[config.mk]
export PLATFORM = sky130hd
export DESIGN_NAME = iobus_master
export DESIGN_NICKNAME = d
export VERILOG_FILES = /design/src/rtl/iobus_pkg.sv /design/src/rtl/iobus_master.sv
export SDC_FILE = /design/constraint.sdc
export NUM_CORES = 1
export LEC_CHECK = 0
export CAP_MARGIN = 5
export CORE_AREA = 5 5 105 107
export DETAILED_ROUTE_END_ITERATION = 8
export DIE_AREA = 0 0 110 112
export GPL_TIMING_DRIVEN = 1
export PLACE_DENSITY = 0.83
export RECOVER_POWER = 100
export SKIP_CTS_REPAIR_TIMING = 1
export SYNTH_ARGS = -nofsm -noshare
export SYNTH_HDL_FRONTEND = slang
export SYNTH_SLANG_ARGS = --single-unit
[constraint.sdc]
create_clock -name CLK -period 4.6 [get_ports CLK]
set_input_delay 1.38 -clock CLK [delete_from_list [all_inputs] [get_ports CLK]]
set_output_delay 1.38 -clock CLK [all_outputs]
set_load 0.02 [all_outputs]
[src/rtl/iobus_pkg.sv]
// rtl/iobus_pkg.sv - shared FSM states, IOBUS address map and response type for iobus_master
package iobus_pkg;

  typedef enum logic [2:0] {
    IDLE,
    REQ,
    XFER,
    RSP,
    DONE
  } state_t;

  localparam logic [31:0] SWITCHES = 32'h1100_0000;
  localparam logic [31:0] LEDS     = 32'h1108_0000;
  localparam logic [31:0] SSEG     = 32'h110C_0000;
  localparam logic [31:0] CLKCNTLO = 32'h1140_0000;
  localparam logic [31:0] CLKCNTHI = 32'h1140_0004;

  typedef struct packed {
    logic [31:0] rdata;
    logic        last;
  } rsp_t;

endpackage

[src/rtl/iobus_master.sv]
// rtl/iobus_master.sv - command-driven OTTER IOBUS initiator; bursts enabled by IOBUS_MASTER_BURST_EN
module iobus_master
  import iobus_pkg::*;
#(
  parameter int ADDR_STEP = 4
) (
  input  logic        CLK,
  input  logic        RESET_N,
  input  logic        CMD_VALID,
  output logic        CMD_READY,
  input  logic        CMD_WR,
  input  logic [31:0] CMD_ADDR,
  input  logic [31:0] CMD_WDATA,
  input  logic [7:0]  CMD_LEN,
  output logic        RSP_VALID,
  input  logic        RSP_READY,
  output logic [31:0] RSP_RDATA,
  output logic        RSP_LAST,
  output logic        BUS_REQ,
  input  logic        BUS_GNT,
  output logic [31:0] IOBUS_ADDR,
  output logic [31:0] IOBUS_OUT,
  input  logic [31:0] IOBUS_IN,
  output logic        IOBUS_WR
);

  state_t      state, state_nx;
  logic        wr_q;
  logic [31:0] addr_q;
  logic [31:0] wdata_q;
  logic [31:0] rdata_q;
  logic        last_beat;
  logic        accept;
  logic        beat;
  rsp_t        rsp;

  assign accept = (state == IDLE) && CMD_VALID;
  // A beat only completes in a granted XFER cycle; a lost grant stalls in place.
  assign beat   = (state == XFER) && BUS_GNT;

`ifdef IOBUS_MASTER_BURST_EN
  logic [7:0] cnt_q;

  assign last_beat = (cnt_q == 8'd0);

  // Beats remaining: loaded on accept, stepped per write strobe or per accepted non-final read response
  always_ff @(posedge CLK or negedge RESET_N) begin
    if (!RESET_N) begin
      cnt_q <= 8'd0;
    end else if (accept) begin
      cnt_q <= CMD_LEN;
    end else if (beat && wr_q && !last_beat) begin
      cnt_q <= cnt_q - 8'd1;
    end else if ((state == RSP) && RSP_READY && !wr_q && !last_beat) begin
      cnt_q <= cnt_q - 8'd1;
    end
  end
`else
  logic unused_cfg;

  assign last_beat  = 1'b1;
  assign unused_cfg = ^{CMD_LEN, 32'(ADDR_STEP)};
`endif

  // Bus address: loaded on accept, advanced after every completed beat (wraps modulo 2^32)
  always_ff @(posedge CLK or negedge RESET_N) begin
    if (!RESET_N) begin
      addr_q <= 32'd0;
    end else if (accept) begin
      addr_q <= CMD_ADDR;
`ifdef IOBUS_MASTER_BURST_EN
    end else if (beat) begin
      addr_q <= addr_q + 32'(ADDR_STEP);
`endif
    end
  end

  // Command fields and read capture; a write beat clears the data so its ack reads back 0
  always_ff @(posedge CLK or negedge RESET_N) begin
    if (!RESET_N) begin
      wr_q    <= 1'b0;
      wdata_q <= 32'd0;
      rdata_q <= 32'd0;
    end else if (accept) begin
      wr_q    <= CMD_WR;
      wdata_q <= CMD_WDATA;
    end else if (beat) begin
      rdata_q <= wr_q ? 32'd0 : IOBUS_IN;
    end
  end

  // State register
  always_ff @(posedge CLK or negedge RESET_N) begin
    if (!RESET_N) begin
      state <= IDLE;
    end else begin
      state <= state_nx;
    end
  end

  // Next state and control outputs
  always_comb begin
    state_nx   = state;
    CMD_READY  = 1'b0;
    BUS_REQ    = 1'b0;
    RSP_VALID  = 1'b0;
    IOBUS_WR   = 1'b0;
    rsp.rdata  = rdata_q;
    rsp.last   = 1'b0;
    case (state)
      IDLE: begin
        // Gated by reset so the port reads 0 while reset is held.
        CMD_READY = RESET_N;
        if (CMD_VALID) state_nx = REQ;
      end
      REQ: begin
        BUS_REQ = 1'b1;
        if (BUS_GNT) state_nx = XFER;
      end
      XFER: begin
        BUS_REQ  = 1'b1;
        IOBUS_WR = wr_q && BUS_GNT;
        if (BUS_GNT && (!wr_q || last_beat)) state_nx = RSP;
      end
      RSP: begin
        BUS_REQ   = 1'b1;
        RSP_VALID = 1'b1;
        rsp.last  = wr_q || last_beat;
        if (RSP_READY) state_nx = (!wr_q && !last_beat) ? XFER : DONE;
      end
      DONE: begin
        state_nx = IDLE;
      end
      default: begin
        state_nx = IDLE;
      end
    endcase
  end

  assign RSP_RDATA  = rsp.rdata;
  assign RSP_LAST   = rsp.last;
  assign IOBUS_ADDR = addr_q;
  assign IOBUS_OUT  = wdata_q;

endmodule

==> results.cfg, run 1 <==
[pwr]
comb_power_share_pct = 49.8
clock_power_share_pct = 13.8
peak_supply_drop_mv = 0.299
p_leak_nw = 2.74
power_per_cell_area_nw_per_um2 = 648
p_switching_mw = 1.54
netSwitchingFraction_pct = 37.6
internal_cell_power_mw = 2.56
sequentialPowerShare_pct = 36.4

[cells_and_area]
syn2layout_area_growth_pct = 52.4
drive_above_1_share_pct = 8.97
count_of_inserted_antenna_diode_cells = 0
fin_area_um2 = 6340
design.final.nets = 573
postLayoutCoreUtil_pct = 63.1

[worst_setup_path]
critPathSlowestCell = clkdlybuf4s50_1
cp.arrival_ns = 2.97
timing.setup.critical_path_class = in -> out
crit_path_cell_trace = dlygate4sd3_1 > and4bb_2 > and2_1 > clkdlybuf4s50_1
worstReg2RegEnd = RSP_RDATA[0]$_DFFE_PN0P_
setup.worst_path.start_class = input pin
timing.critical_path.slowest_cell_delay_ns = 0.62
kind_of_end_point_of_the_critical_path = output pin
critPathMaxFanout = 4
worst-r2r-setup-slack_ns = 1.86
worst-r2r-cell-count = 3
worst_ep_required_time_ns = 3.22
timing.critical_path.from = BUS_GNT
worst_r2r_startpoint = state[1]$_DFFE_PN0P_

[logic_synthesis]
synthCells = 261
synth-warning-count = 0
ys_ff_latch = 100
post_synth_instance_area_um2 = 4160
post_synth_num_cell_types = 20
average_cell_area_after_synthesis_um2 = 15.9
sequential_fraction_of_the_synthesis_area_pct = 60.2
syn_nets = 371

[clock_tree]
clk_transition_reported_paths_ns = 0.08
worstSkewPairLatency_ns = 0.35
ctsRootBufferMaster = clkbuf_8
numCtsBuffers = 9
max-clock-path-buffers = 2
number_of_clock_sinks = 100
cts_htree_levels = 3
cts_tree = done

[placed_design]
postPlaceCellArea_um2 = 6260
globalplace.congestion = 0.695
placement.setup.worst_slack_ns = 0.315
placement.io_buffers = 202
place.detailed.hpwl_um = 7910

[die]
die_outline_area_um2 = 12300
io_pins = 211
die_h_um = 112
num_rows = 37
area_of_the_core_um2 = 10000
initial_utilization_pct = 41.4
chipWidth_um = 110

[timing]
slew_headroom_pct = -75.1
tightest_slew_ns = 2.63
final.setup.tns_ns = 0
final_critical_path_setup_slack_ns = 0.255
finalHoldViolations = 0
min_period_ns = 4.35
min_period_over_period_pct = 94.5
rsz0062_at_grt = no
timing.clock.skew_ns = 0.00728
fmaxAchievable_mhz = 230
number_of_slew_limit_violations_in_the_final_report = 151
finalSetupViolations = 0

[global_route]
globalRoute.totalOverflow = 0
grt_max_degree = 66
antenna_found_initial = 1
grt_first_pass_wirelength_um = 16100
overall_global_routing_resource_usage_pct = 16.9
first_global_vias = 3027

[detailed_routing]
drc_errors = 0
drtIter0Drc = 98
drt-pass1-iter-count = 4
detail_route.wl_per_cell_um = 17.1
via_per_inst = 4.66
drt_wl_total_um = 10300
routed-via-count = 2812
route.antenna.remaining_nets = 0

[min_path]
hold_path_class = reg -> reg
hold_path_depth = 1
hp-start = IOBUS_OUT[14]$_DFFE_PN0P_
hold_end = IOBUS_OUT[14]$_DFFE_PN0P_

[run_status]
status = complete, but fails checks
violations_in_the_final_reports = max-capacitance violations, max-slew violations

[job]
max_cap_viol_count = 3
==> worst max path at each step <==
stage / end / cells after the start
after detailed placement: IOBUS_WR / 4
after CTS: IOBUS_WR / 4
final: IOBUS_WR / 4
after global routing: IOBUS_WR / 4
after global placement: IOBUS_WR / 4
after floorplan: IOBUS_WR / 4
==> area by class of cell <==
| class | instances | area (um2) |
|---|---|---|
| clock buffers | 11 | 141 |
| fillers | 805 | 3710 |
| repair buffers | 207 | 2050 |
| multi-input cells | 145 | 1420 |
| clock inverters | 5 | 60.1 |
| well taps | 136 | 170 |
| flip-flops and latches | 100 | 2500 |
==> synth_stat cells, drive strengths merged <==
cell,n,area share (%)
clkbuf,3,0.27
mux2i,1,0.24
and4bb,1,0.30
a22o,1,0.21
a21oi,1,0.12
nor4b,2,0.57
and2,2,0.30
nand3b,1,0.18
nor2,3,0.27
mux2,98,29
dfrtp,100,60
nor2b,33,5.0
a21bo,1,0.24
and3,1,0.15
buf,13,2.9
==> power groups by stage <==
stage / Sequential, mW / Combinational [mW] / Clock [mW]
final: 1.49 / 2.05 / 0.566
after global routing: 1.56 / 2.19 / 0.623
after CTS: 1.53 / 2.34 / 0.586
after detailed placement: 1.54 / 2.34 / 0
after global placement: 1.52 / 2.29 / 0
after floorplan: 2.01 / 0.764 / 0
==> state kept, by name (all words and copies together) (netlist names) <==
name        flops
wr_q            1
RSP_RDATA      32
IOBUS_OUT      32
state           3
IOBUS_ADDR     32
==> worst max-delay path: cells and delay by family <==
family,cells,cell delay (ns)
simple gates,2,0.38
buf+inv,2,1.21
==> kinds of logic after synthesis <==
family	after synthesis	share of synthesized area (%)
flip-flops	100	60.2
multiplexers	99	29.4
AND/OR/NAND/NOR	43	6.74
AO/OA/AOI/OAI	3	0.571
buffers and inverters	16	3.16
==> cell usage in the layout, fill, tap and decap left out <==
| cell type | Yosys | routed |
|---|---|---|
| nand3b_1 | 1 | 1 |
| mux2_1 | 50 | 77 |
| clkbuf_2 | 0 | 1 |
| and3_1 | 1 | 1 |
| clkinvlp_4 | 0 | 1 |
| clkdlybuf4s50_1 | 0 | 98 |
| inv_6 | 0 | 1 |
| dlygate4sd3_1 | 0 | 103 |
| nor2b_1 | 33 | 33 |
| nor2_1 | 3 | 3 |
| clkbuf_8 | 0 | 10 |
| a21oi_1 | 1 | 1 |
| clkinv_2 | 0 | 1 |
| clkinv_4 | 0 | 1 |
| mux2_2 | 19 | 19 |
| a22o_1 | 1 | 1 |
| dfrtp_1 | 100 | 100 |
| and2_1 | 2 | 2 |
| mux2_4 | 29 | 2 |
| a21bo_2 | 1 | 1 |
| nor4b_1 | 1 | 2 |
| clkbuf_1 | 3 | 3 |
| bufinv_16 | 0 | 1 |
| buf_4 | 2 | 2 |
| clkbuf_4 | 0 | 1 |
| and4bb_2 | 0 | 1 |
| mux2i_1 | 1 | 1 |
==> through the flow <==
step                      instances  hold slack (ns)  power (mW)
after floorplan                 261            0.504        2.78
after global placement          588            0.466        3.81
after detailed placement        588            0.474        3.88
after CTS                       604            0.494        4.46
after global routing            604            0.503        4.37
final                           604            0.482        4.11
==> metal layers <==
layer  up-vias  wire length [um]  GRT usage (%)
met4         2               218           6.98
met5         -                13              0
met2       124              5200           28.8
li1       1306                 -              -
met3        22              1090           6.09
met1      1358              3790           18.9
No activity file was read; power rests on OpenSTA's default activity.
==> run 2, diff against run 1 <==
--- a/config.mk
+++ b/config.mk
@@ -6,13 +6,14 @@
 export NUM_CORES = 1
 export LEC_CHECK = 0
 export CAP_MARGIN = 5
-export CORE_AREA = 5 5 105 107
+export CELL_PAD_IN_SITES_DETAIL_PLACEMENT = 1
+export CELL_PAD_IN_SITES_GLOBAL_PLACEMENT = 1
+export CORE_AREA = 5 5 117 119
 export DETAILED_ROUTE_END_ITERATION = 8
-export DIE_AREA = 0 0 110 112
+export DIE_AREA = 0 0 122 124
 export GPL_TIMING_DRIVEN = 1
-export PLACE_DENSITY = 0.83
+export PLACE_DENSITY = 0.84
 export RECOVER_POWER = 100
-export SKIP_CTS_REPAIR_TIMING = 1
 export SYNTH_ARGS = -nofsm -noshare
 export SYNTH_HDL_FRONTEND = slang
 export SYNTH_SLANG_ARGS = --single-unit
==> run 2 against run 1 <==
Net effect:
- the flow still finishes with violations (max-capacitance violations, max-slew violations)
- clock skew is 0.0034 ns lower
- sequential share of layout area decreased by 0.97 points
- wire length grew 16%
- total power increased by 7.1%
- sequential cell count is the same
- critical path depth is the same
==> results.cfg, run 2 (same netlist as run 1, synthesis figures left out) <==
[min_path]
hold_end = IOBUS_ADDR[15]$_DFFE_PN0P_
hold_path_class = reg -> reg
hold_path_depth = 1
hp-start = IOBUS_ADDR[15]$_DFFE_PN0P_

[clock_tree]
max-clock-path-buffers = 2
clk_transition_reported_paths_ns = 0.07
cts_htree_levels = 3
cts_tree = done
postCtsSetupRepairBufs = 0
post_cts.resized_instances = 0
worstSkewPairLatency_ns = 0.33
numCtsBuffers = 9
number_of_clock_sinks = 100
ctsRootBufferMaster = clkbuf_16
cts.hold.buffers_added = 0

[global_route]
first_global_vias = 3323
globalRoute.totalOverflow = 0
grt_first_pass_wirelength_um = 18600
antenna_found_initial = 1
overall_global_routing_resource_usage_pct = 15.9
grt_max_degree = 59

[cells_and_area]
drive_above_1_share_pct = 8.74
fillerInstances = 1285
syn2layout_area_growth_pct = 56.2
final_non_filler_cells = 641
sequential_cell_area_um2 = 2500
layout_commonest_cell = dlygate4sd3_1
multiInputGateArea_um2 = 1420
count_of_inserted_antenna_diode_cells = 0
final_cell_mix = 103 x dlygate4sd3_1, 100 x dfrtp_1, 98 x clkdlybuf4s50_1
design.final.nets = 574

[die]
die_outline_area_um2 = 15100
io_pins = 211
num_rows = 41
die_h_um = 124
chipWidth_um = 122
area_of_the_core_um2 = 12500
initial_utilization_pct = 33.4

[worst_setup_path]
cp.arrival_ns = 2.98
setup.worst_path.start_class = input pin
critPathMaxFanout = 4
worstReg2RegEnd = RSP_RDATA[0]$_DFFE_PN0P_
kind_of_end_point_of_the_critical_path = output pin
worst-r2r-setup-slack_ns = 1.85
worst_r2r_startpoint = state[1]$_DFFE_PN0P_
timing.setup.critical_path_class = in -> out
worst_ep_required_time_ns = 3.22
worst-r2r-cell-count = 3
timing.critical_path.from = BUS_GNT

[placed_design]
dpl.cell_count = 625
globalplace.congestion = 0.721
placement.io_buffers = 202
placement.setup.worst_slack_ns = 0.315
place.detailed.hpwl_um = 9320

[timing]
fmaxAchievable_mhz = 230
min_period_over_period_pct = 94.7
rsz0062_at_grt = no
final.setup.tns_ns = 0
finalHoldViolations = 0
min_period_ns = 4.36
tightest_slew_ns = 2.37
slew_headroom_pct = -58.1
final_critical_path_setup_slack_ns = 0.243
finalSetupViolations = 0
number_of_slew_limit_violations_in_the_final_report = 77
timing.clock.skew_ns = 0.00389

[pwr]
sequentialPowerShare_pct = 34.3
netSwitchingFraction_pct = 37.0
comb_power_share_pct = 47.3
power_per_cell_area_nw_per_um2 = 677
peak_supply_drop_mv = 0.243
internal_cell_power_mw = 2.77
clock_power_share_pct = 18.4
p_leak_nw = 2.80
p_switching_mw = 1.63
total_power_after_layout_mw = 4.40

[detailed_routing]
routed-via-count = 2859
route.antenna.remaining_nets = 0
via_per_inst = 4.46
drt_wl_total_um = 12000
detail_route.wl_per_cell_um = 18.6
drtIter0Drc = 71
drt-pass1-iter-count = 4
drc_errors = 0

[run_status]
status = complete, but fails checks
violations_in_the_final_reports = max-capacitance violations, max-slew violations

[job]
max_cap_viol_count = 2
[run 2: layer usage]
| layer | up-vias | share of wire (%) | global-route usage (%) |
|---|---|---|---|
| li1 | 1304 | - | - |
| met1 | 1410 | 38 | 17.8 |
| met2 | 128 | 50 | 28.4 |
| met3 | 15 | 10 | 5.77 |
| met4 | 2 | 1.6 | 5.18 |
| met5 | - | 0.11 | 0 |
[run 2: metrics by stage]
| stage | cell area, um2 | hold slack (ns) | util [%] |
|---|---|---|---|
| 3_5_place_dp | 6320 | 0.474 | 50.7 |
| 5_1_grt | 6500 | 0.499 | 52.1 |
| 6_report | 6500 | 0.477 | 52.1 |
| 4_1_cts | 6630 | 0.489 | 53.2 |
| 2_1_floorplan | 4160 | 0.504 | - |
| 3_3_place_gp | 6320 | 0.466 | 50.7 |
[run 2: final cells by class]
| type | instances | area share [%] |
|---|---|---|
| Multi-Input combinational cell | 145 | 21.8 |
| Timing Repair Buffer | 208 | 31.5 |
| Clock inverter | 6 | 1.35 |
| Sequential cell | 100 | 38.5 |
| Tap cell | 172 | 3.31 |
| Clock buffer | 10 | 3.52 |
[run 2: worst max path at each step]
stage	to	cells after the start	slack (ns)
finish	IOBUS_WR	4	0.24
global route	IOBUS_WR	4	0.20
CTS	IOBUS_WR	4	0.30
detailed placement	IOBUS_WR	4	0.31
global placement	IOBUS_WR	4	0.30
floorplan	IOBUS_WR	4	1.09
[run 2: power by group through the flow]
| stage | clock (mW) | sequential (mW) | combinational, mW |
|---|---|---|---|
| after floorplan | 0 | 2.01 | 0.764 |
| after global placement | 0 | 1.52 | 2.31 |
| after detailed placement | 0 | 1.56 | 2.38 |
| after CTS | 0.837 | 1.55 | 2.39 |
| after global routing | 0.869 | 1.57 | 2.22 |
| final | 0.810 | 1.51 | 2.08 |
[run 2: critical path, stage by stage]
cell	delay (ns)
dlygate4sd3_1	0.59
and4bb_2	0.25
and2_1	0.13
clkdlybuf4s50_1	0.62
==> run 3, diff against run 2 <==
--- a/config.mk
+++ b/config.mk
@@ -8,11 +8,12 @@
 export CAP_MARGIN = 5
 export CELL_PAD_IN_SITES_DETAIL_PLACEMENT = 1
 export CELL_PAD_IN_SITES_GLOBAL_PLACEMENT = 1
-export CORE_AREA = 5 5 117 119
+export CORE_AREA = 5 5 116 118
+export CTS_BUF_LIST = sky130_fd_sc_hd__clkbuf_8
 export DETAILED_ROUTE_END_ITERATION = 8
-export DIE_AREA = 0 0 122 124
+export DIE_AREA = 0 0 121 123
 export GPL_TIMING_DRIVEN = 1
-export PLACE_DENSITY = 0.84
+export PLACE_DENSITY = 0.86
 export RECOVER_POWER = 100
 export SYNTH_ARGS = -nofsm -noshare
 export SYNTH_HDL_FRONTEND = slang
==> run 3 against run 2 <==
Net effect:
- the run still ends with max-capacitance violations, max-slew violations left
- setup slack improved by 0.022 ns
- final area fell by 2.2%
- highest routed layer is now met4
- clock power fell by 38%
- largest cell class unchanged
- first-iteration DRC count rose by 120%
==> results.cfg, run 3 (same netlist as run 1, synthesis figures left out) <==
[placed_design]
place.detailed.hpwl_um = 8940
postPlaceCellArea_um2 = 6320
globalplace.congestion = 0.778
placement.io_buffers = 202
placement.setup.worst_slack_ns = 0.320

[min_path]
hold_path_class = reg -> reg

[die]
io_pins = 211
chipWidth_um = 121
initial_utilization_pct = 33.7
die_h_um = 123
area_of_the_core_um2 = 12400
num_rows = 41
die_outline_area_um2 = 14900

[run_status]
status = complete, but fails checks
violations_in_the_final_reports = max-capacitance violations, max-slew violations

[detailed_routing]
routed-via-count = 2853
drc_errors = 0
route.antenna.remaining_nets = 0
drt-pass1-iter-count = 4
drt_wl_total_um = 11600
detail_route.wl_per_cell_um = 18.2
via_per_inst = 4.46
drtIter0Drc = 156

[worst_setup_path]
timing.setup.critical_path_class = in -> out
cp.arrival_ns = 2.96
worst_ep_required_time_ns = 3.22
setup.worst_path.start_class = input pin
kind_of_end_point_of_the_critical_path = output pin
critPathMaxFanout = 4

[global_route]
first_global_vias = 3339
antenna_found_initial = 0
grt_first_pass_wirelength_um = 18300
grt_max_degree = 54
overall_global_routing_resource_usage_pct = 15.8
globalRoute.totalOverflow = 0

[timing]
timing.clock.skew_ns = 0.0117
final.setup.tns_ns = 0
number_of_slew_limit_violations_in_the_final_report = 109
tightest_slew_ns = 2.62
fmaxAchievable_mhz = 231
min_period_over_period_pct = 94.2
finalHoldViolations = 0
final_critical_path_setup_slack_ns = 0.265
slew_headroom_pct = -74.7
min_period_ns = 4.34
finalSetupViolations = 0
rsz0062_at_grt = no

[cells_and_area]
syn2layout_area_growth_pct = 52.8
count_of_inserted_antenna_diode_cells = 0
final_cell_mix = 103 x dlygate4sd3_1, 100 x dfrtp_1, 98 x clkdlybuf4s50_1
fillerInstances = 1236
drive_above_1_share_pct = 8.33
sequential_cell_area_um2 = 2500
multiInputGateArea_um2 = 1420
design.final.nets = 574
layout_commonest_cell = dlygate4sd3_1
postLayoutCoreUtil_pct = 51.4
fin_area_um2 = 6360

[clock_tree]
worstSkewPairLatency_ns = 0.36
max-clock-path-buffers = 2
numCtsBuffers = 9
cts_htree_levels = 3
ctsRootBufferMaster = clkbuf_8
cts.hold.buffers_added = 0
postCtsSetupRepairBufs = 0
number_of_clock_sinks = 100
clk_transition_reported_paths_ns = 0.09
post_cts.resized_instances = 0
cts_tree = done

[pwr]
peak_supply_drop_mv = 0.343
p_leak_nw = 2.74
power_per_cell_area_nw_per_um2 = 641

[job]
max_cap_viol_count = 3
run 3: routing by layer:
metal	vias to the layer above	routed length (um)	global-route usage [%]	share of wire [%]
met4	0	260	6.66	2.2
met2	112	6080	28.0	52
li1	1297	-	-	-
met5	-	0	0	0
met3	17	746	3.80	6.4
met1	1427	4530	18.3	39
run 3: power by group:
group | leakage, nW | total [mW] | switching [mW] | internal [mW]
Combinational | 1.43 | 2.07 | 1.07 | 0.996
Clock | 0.0952 | 0.499 | 0.281 | 0.218
Sequential | 1.21 | 1.51 | 0.211 | 1.30
run 3: per-stage QoR:
step	cells	hold slack [ns]	total power [mW]
final	640	0.484	4.08
after global routing	640	0.505	4.34
after CTS	640	0.498	4.45
after detailed placement	625	0.476	3.93
after global placement	625	0.466	3.82
after floorplan	261	0.504	2.78
run 3: path summary, 6_finish.rpt:
path                                          startpoint                         to  slack (ns)  depth (start not counted)
min in group asynchronous                        RESET_N  RSP_RDATA[28]$_DFFE_PN0P_        1.97                          2
worst min-delay path            IOBUS_OUT[6]$_DFFE_PN0P_   IOBUS_OUT[6]$_DFFE_PN0P_        0.48                          1
max in group asynchronous                        RESET_N  RSP_RDATA[21]$_DFFE_PN0P_        0.83                          3
worst max register to register      state[0]$_DFFE_PN0P_  RSP_RDATA[31]$_DFFE_PN0P_        1.88                          3
worst min register to register  IOBUS_OUT[6]$_DFFE_PN0P_   IOBUS_OUT[6]$_DFFE_PN0P_        0.48                          1
worst max-delay path                             BUS_GNT                   IOBUS_WR        0.26                          4
run 3: critical path, cell delays in order:
cell and delay (ns):
dlygate4sd3_1 0.59, and4bb_2 0.25, and2_1 0.13, clkdlybuf4s50_1 0.61
run 3: area by class of cell:
type	instances	area share, %
clock buffers	11	2.38
clock inverters	4	0.295
flip-flops and latches	100	39.4
repair buffers	208	32.3
well taps	172	3.39
multi-input cells	145	22.3
